**src/rtl/pc_sequencer.sv**
```systemverilog
// PC and run-state sequencer: IDLE/RUN/DONE, branch target LUT, stall/halt.
// Optional PC_SEQ_CYCLE_CNT_EN adds a saturating RUN cycle counter.
module pc_sequencer #(
  parameter int unsigned PC_W       = 10,
  parameter int unsigned START_ADDR = 0
) (
  input  logic            clk,
  input  logic            reset,
  input  logic            req,
  output logic            done,
  output logic            fetch_en,
  output logic [PC_W-1:0] prog_addr,
  input  logic            branch,
  input  logic [1:0]      how_high,
  input  logic            take,
  input  logic            halt,
  input  logic            stall,
  input  logic            lut_we,
  input  logic [1:0]      lut_addr,
  input  logic [PC_W-1:0] lut_data
`ifdef PC_SEQ_CYCLE_CNT_EN
  ,
  output logic [31:0]     cycle_cnt
`endif
);

  localparam logic [PC_W-1:0] START_PC = PC_W'(START_ADDR);

  typedef enum logic [1:0] {
    S_IDLE,
    S_RUN,
    S_DONE
  } state_e;

  state_e          state_q, state_d;
  logic [PC_W-1:0] pc_q, pc_d;
  logic [PC_W-1:0] lut_q [4];
  logic            lut_wr;

  assign lut_wr = (state_q == S_IDLE) && lut_we;

  always_ff @(posedge clk) begin
    if (reset) begin
      state_q <= S_IDLE;
      pc_q    <= '0;
    end else begin
      state_q <= state_d;
      pc_q    <= pc_d;
    end
  end

  always_ff @(posedge clk) begin
    if (reset) begin
      for (int i = 0; i < 4; i++) lut_q[i] <= '0;
    end else if (lut_wr) begin
      lut_q[lut_addr] <= lut_data;
    end
  end

  // Priority in RUN: stall > halt > taken branch > increment
  always_comb begin
    state_d = state_q;
    pc_d    = pc_q;
    unique case (state_q)
      S_IDLE: begin
        if (req) begin
          state_d = S_RUN;
          pc_d    = START_PC;
        end
      end
      S_RUN: begin
        if (stall) begin
          pc_d = pc_q;
        end else if (halt) begin
          state_d = S_DONE;
        end else if (branch && take) begin
          pc_d = lut_q[how_high];
        end else begin
          pc_d = pc_q + PC_W'(1);
        end
      end
      S_DONE: begin
        if (!req) state_d = S_IDLE;
      end
      default: begin
        state_d = S_IDLE;
      end
    endcase
  end

  assign done      = (state_q == S_DONE);
  assign fetch_en  = (state_q == S_RUN);
  assign prog_addr = pc_q;

`ifdef PC_SEQ_CYCLE_CNT_EN
  logic [31:0] cnt_q, cnt_d;

  always_comb begin
    cnt_d = cnt_q;
    if (state_q == S_IDLE && req) begin
      cnt_d = '0;
    end else if (state_q == S_RUN && cnt_q != '1) begin
      cnt_d = cnt_q + 32'd1;
    end
  end

  always_ff @(posedge clk) begin
    if (reset) cnt_q <= '0;
    else       cnt_q <= cnt_d;
  end

  assign cycle_cnt = cnt_q;
`else
  // Counter absent in this build
`endif

endmodule

```
**config.mk**
```make
export PLATFORM = sky130hd
export DESIGN_NAME = pc_sequencer
export DESIGN_NICKNAME = d
export VERILOG_FILES = /design/src/rtl/pc_sequencer.sv
export SDC_FILE = /design/constraint.sdc
export NUM_CORES = 1
export LEC_CHECK = 0
export BUFFER_PORTS_ARGS = -buffer_cell sky130_fd_sc_hd__buf_2
export CORE_ASPECT_RATIO = 1.2
export CORE_MARGIN = 3
export CORE_UTILIZATION = 47
export CTS_CLUSTER_DIAMETER = 30
export DETAILED_ROUTE_END_ITERATION = 10
export PLACE_DENSITY = 0.63
export SLEW_MARGIN = 20
export SYNTH_ARGS = -nofsm -noshare
export SYNTH_HDL_FRONTEND = slang
export SYNTH_SLANG_ARGS = --single-unit
```
**constraint.sdc**
```tcl
create_clock -name clk -period 2.1 [get_ports clk]
set_clock_uncertainty 0.15 [all_clocks]
set_input_delay 0.105 -clock clk [delete_from_list [all_inputs] [get_ports clk]]
set_output_delay 0.105 -clock clk [all_outputs]
set_load 0.02 [all_outputs]
```
==> impl_metrics.prom <==
# TYPE chip_impl_metric gauge
chip_impl_metric{name="worstMarginPinSlew",unit="ps"} 609
chip_impl_metric{name="detail_route.vias_per_cell",unit=""} 5.64
chip_impl_metric{name="distinct_cells_synth",unit=""} 39
chip_impl_metric{name="clkLatencyLatePin",unit="ps"} 300
chip_impl_info{name="criticalPathCategory",value="in2reg"} 1
chip_impl_info{name="crit_path_end_kind",value="flip-flop"} 1
chip_impl_metric{name="global_route.usage.total",unit=""} 0.188
chip_impl_metric{name="nFillCells",unit=""} 439
chip_impl_metric{name="wp_buf_inv",unit=""} 3
chip_impl_metric{name="final.period_utilization",unit=""} 0.930
chip_impl_metric{name="multiInputGateArea",unit="µm²"} 998
chip_impl_metric{name="ios",unit=""} 34
chip_impl_info{name="cts.root.buffer_cell",value="sky130_fd_sc_hd__clkbuf_8"} 1
chip_impl_metric{name="synth-warning-count",unit=""} 0
chip_impl_metric{name="ir_worst_vdd",unit="µV"} 461
chip_impl_metric{name="maximum_number_of_pins_on_one_net_before_global_route_repair",unit=""} 18
chip_impl_info{name="outcome",value="finished, final reports clean"} 1
chip_impl_metric{name="cpPeakStageDelay",unit="ps"} 530
chip_impl_metric{name="die_width",unit="µm"} 72.6
chip_impl_metric{name="synthArstFlopShare",unit=""} 0
chip_impl_metric{name="power.share.combinational",unit=""} 0.109
chip_impl_metric{name="place.gp.congestion",unit=""} 0.878
chip_impl_metric{name="synth.ff_latch_count",unit=""} 52
chip_impl_metric{name="r2r_slack",unit="ps"} 240
chip_impl_metric{name="setup_viol",unit=""} 0
chip_impl_metric{name="max-clock-path-buffers",unit=""} 2
chip_impl_metric{name="floorplan.die_area",unit="mm²"} 0.00624
chip_impl_metric{name="floorplan.core_area",unit="mm²"} 0.00504
chip_impl_metric{name="netlist_area",unit="mm²"} 0.00250
chip_impl_metric{name="route.final.wire_length",unit="µm"} 5240
chip_impl_metric{name="edff_count_synth",unit=""} 40
chip_impl_metric{name="layout.area.seq",unit="mm²"} 0.00144
chip_impl_metric{name="syn2layout_area_growth",unit="%"} 18.0
chip_impl_metric{name="max_clock_freq",unit="MHz"} 512
chip_impl_info{name="tritoncts_clock_tree",value="done"} 1
chip_impl_metric{name="place.detailed.hpwl",unit="µm"} 3730
chip_impl_metric{name="row_count",unit=""} 28
chip_impl_metric{name="nets",unit=""} 265
chip_impl_metric{name="first_iter_violations",unit=""} 114
chip_impl_metric{name="syn_area_per_cell",unit="µm²"} 13.0
chip_impl_metric{name="antenna_violations_before_repair",unit=""} 0
chip_impl_metric{name="number_of_sinks_driven_by_the_clock_tree",unit=""} 52
chip_impl_metric{name="wl_per_cell",unit="µm"} 17.3
chip_impl_metric{name="max_cap_viol_count",unit=""} 0
chip_impl_metric{name="finalMaxSlewViolations",unit=""} 0
chip_impl_metric{name="detailroute.via_count",unit=""} 1710
chip_impl_metric{name="vias_in_the_first_global_route",unit=""} 1751
chip_impl_metric{name="synthCells",unit=""} 193
chip_impl_metric{name="period_needed",unit="ps"} 1950
chip_impl_info{name="crit_chain",value="dlygate4sd3_1 > buf_2 > nor4b_2 > buf_4 > and3_1 > and2_1"} 1
chip_impl_metric{name="power_density",unit="mW/mm²"} 659
chip_impl_metric{name="antennaDiodeCount",unit=""} 0
chip_impl_metric{name="die_h",unit="µm"} 85.9
chip_impl_metric{name="crit_path_required_time",unit="ps"} 2120
chip_impl_metric{name="drive_above_1_share",unit=""} 0.251
chip_impl_metric{name="floorplan.initialDensity",unit=""} 0.496
chip_impl_metric{name="timing.setup.tns",unit="ps"} 0
chip_impl_metric{name="sequentialPowerShare",unit=""} 0.602
chip_impl_metric{name="power.share.switching",unit=""} 0.231
chip_impl_info{name="hold_path.class",value="in2reg"} 1
chip_impl_metric{name="clock_power_share",unit=""} 0.289
chip_impl_metric{name="route.antenna.remaining_nets",unit=""} 0
chip_impl_info{name="startpoint_type",value="input pin"} 1
chip_impl_metric{name="syn_nets",unit=""} 216
chip_impl_info{name="grt_setup_unrepaired",value="no"} 1
chip_impl_metric{name="worstPathArrival",unit="ps"} 1970
chip_impl_metric{name="slew-limit-headroom",unit=""} 0.594
chip_impl_metric{name="overflow",unit=""} 0
chip_impl_metric{name="cts.reportedPaths.clkPinSlew",unit="ps"} 90
chip_impl_metric{name="total_power",unit="mW"} 1.95
chip_impl_metric{name="cts_inserted_buffers",unit=""} 5
chip_impl_metric{name="total_leakage_power",unit="nW"} 1.13
chip_impl_metric{name="hold_viol_final",unit=""} 0
chip_impl_metric{name="detail_route.drc_violations",unit=""} 0
chip_impl_metric{name="buffer_ports.inserted",unit=""} 33
chip_impl_metric{name="worst-path-max-fanout",unit=""} 11
chip_impl_metric{name="synth_sequential_area_ratio",unit=""} 0.576
chip_impl_info{name="critical-path-top-delay-family",value="buffers and inverters"} 1
chip_impl_metric{name="p_sw",unit="µW"} 449
chip_impl_info{name="synth_ff_type",value="sky130_fd_sc_hd__edfxtp_1"} 1
chip_impl_metric{name="grt_pass1_wl",unit="µm"} 8850
chip_impl_metric{name="drt_first_pass_iters",unit=""} 4
chip_impl_info{name="slowest_stage",value="sky130_fd_sc_hd__dlygate4sd3_1"} 1
chip_impl_metric{name="power_report.internal_total",unit="mW"} 1.50
chip_impl_metric{name="htree_levels",unit=""} 2
==> cells in the mapped netlist (all sizes together), types with 2 or more instances <==
library cell | n | area [µm²]
and2 | 41 | 257
edfxtp | 40 | 1200
dfxtp | 12 | 240
mux4 | 10 | 225
a21oi | 9 | 45.0
buf | 8 | 45.0
nand2 | 8 | 30.0
o21ai | 7 | 38.8
nor2 | 6 | 22.5
o2bb2ai | 6 | 52.6
nand3 | 5 | 25.0
nor3b | 5 | 42.5
nor4 | 5 | 31.3
inv | 3 | 11.3
nand2b | 3 | 18.8
nor3 | 3 | 15.0
a211o | 2 | 26.3
a41o | 2 | 20.0
clkbuf | 2 | 7.51
nor4b | 2 | 38.8
o22ai | 2 | 12.5
or2 | 2 | 12.5
==> state kept, by name, summed over array words and instances, names as in the netlist <==
name,count
prog_addr,10
lut_q,40
state_q,2
==> logic make-up (layout without fill, tap and decap cells) <==
| family | Yosys count | after routing | synth area share |
|---|---|---|---|
| flops | 52 | 52 | 0.576 |
| fa+ha+maj | 1 | 1 | 0.00500 |
| simple gates | 86 | 86 | 0.214 |
| compound gates | 30 | 30 | 0.0850 |
| buf+inv | 13 | 63 | 0.0255 |
| mux | 11 | 11 | 0.0940 |
==> routing by layer <==
metal | wire, µm | track usage | up-vias
met5 | 0 | 0 | -
li1 | - | - | 820
met3 | 195 | 0.0352 | 5
met4 | 58 | 0.0570 | 0
met2 | 2870 | 0.335 | 37
met1 | 2120 | 0.228 | 848
==> placed cells by master, fill, tap and decap left out, drive strengths merged, types with 5 or more instances in the layout <==
cell	n
dfxtp	12
and2	41
o21ai	7
dlygate4sd3	13
a21oi	9
clkbuf	7
edfxtp	40
nand3	5
nor3b	5
mux4	10
nor4	5
buf	39
o2bb2ai	6
nor2	6
nand2	8
==> worst paths after layout <==
kind | start | endpoint | cells after the start
setup / recovery | reset | lut_q[2][0]$_SDFFCE_PN0P_ | 6
hold / removal | halt | prog_addr[4]$_SDFFE_PP0P_ | 5
setup reg to reg | state_q[0]$_SDFFE_PP0P_ | lut_q[2][0]$_SDFFCE_PN0P_ | 4
hold reg to reg | prog_addr[9]$_SDFFE_PP0P_ | prog_addr[9]$_SDFFE_PP0P_ | 1
==> power groups by stage <==
| stage | Combinational (mW) | Sequential (mW) | Clock, mW |
|---|---|---|---|
| 2_1_floorplan | 0.123 | 1.19 | 0 |
| 3_3_place_gp | 0.187 | 1.19 | 0 |
| 3_5_place_dp | 0.192 | 1.20 | 0 |
| 4_1_cts | 0.213 | 1.17 | 0.576 |
| 5_1_grt | 0.233 | 1.18 | 0.623 |
| 6_report | 0.212 | 1.17 | 0.561 |
==> per-stage QoR <==
stage / instance area, µm² / cells / util / hold WS (ps) / setup WS (ps)
floorplan: 2500 / 193 / - / 115 / 366
global placement: 2730 / 282 / 0.542 / 262 / 246
detailed placement: 2730 / 282 / 0.542 / 269 / 160
CTS: 2950 / 303 / 0.585 / 83.4 / 41.3
global route: 2950 / 303 / 0.585 / 109 / 23.8
finish: 2950 / 303 / 0.585 / 89.1 / 147
==> what timing repair did <==
action | 4_1_cts | 5_1_grt
resized for setup | 0 | 1
setup buffers | 0 | 0
setup endpoints to repair | 0 | 10
hold endpoints to repair | 42 | 0
hold buffers | 13 | 0
==> final cells by class <==
type                            count  share of cell area
Sequential cell                    52               0.488
Timing Repair Buffer               52               0.115
Clock buffer                        7              0.0259
Tap cell                           60              0.0254
Clock inverter                      1             0.00297
Multi-Input combinational cell    128               0.338
Inverter                            3             0.00382
==> worst min-delay path, cell delays in order <==
cell and delay (ps):
sky130_fd_sc_hd__buf_2 110, sky130_fd_sc_hd__nor4b_4 60, sky130_fd_sc_hd__nand3_1 60, sky130_fd_sc_hd__nand2_1 50, sky130_fd_sc_hd__o2bb2ai_1 110
Power figures use the tool's default switching activity.
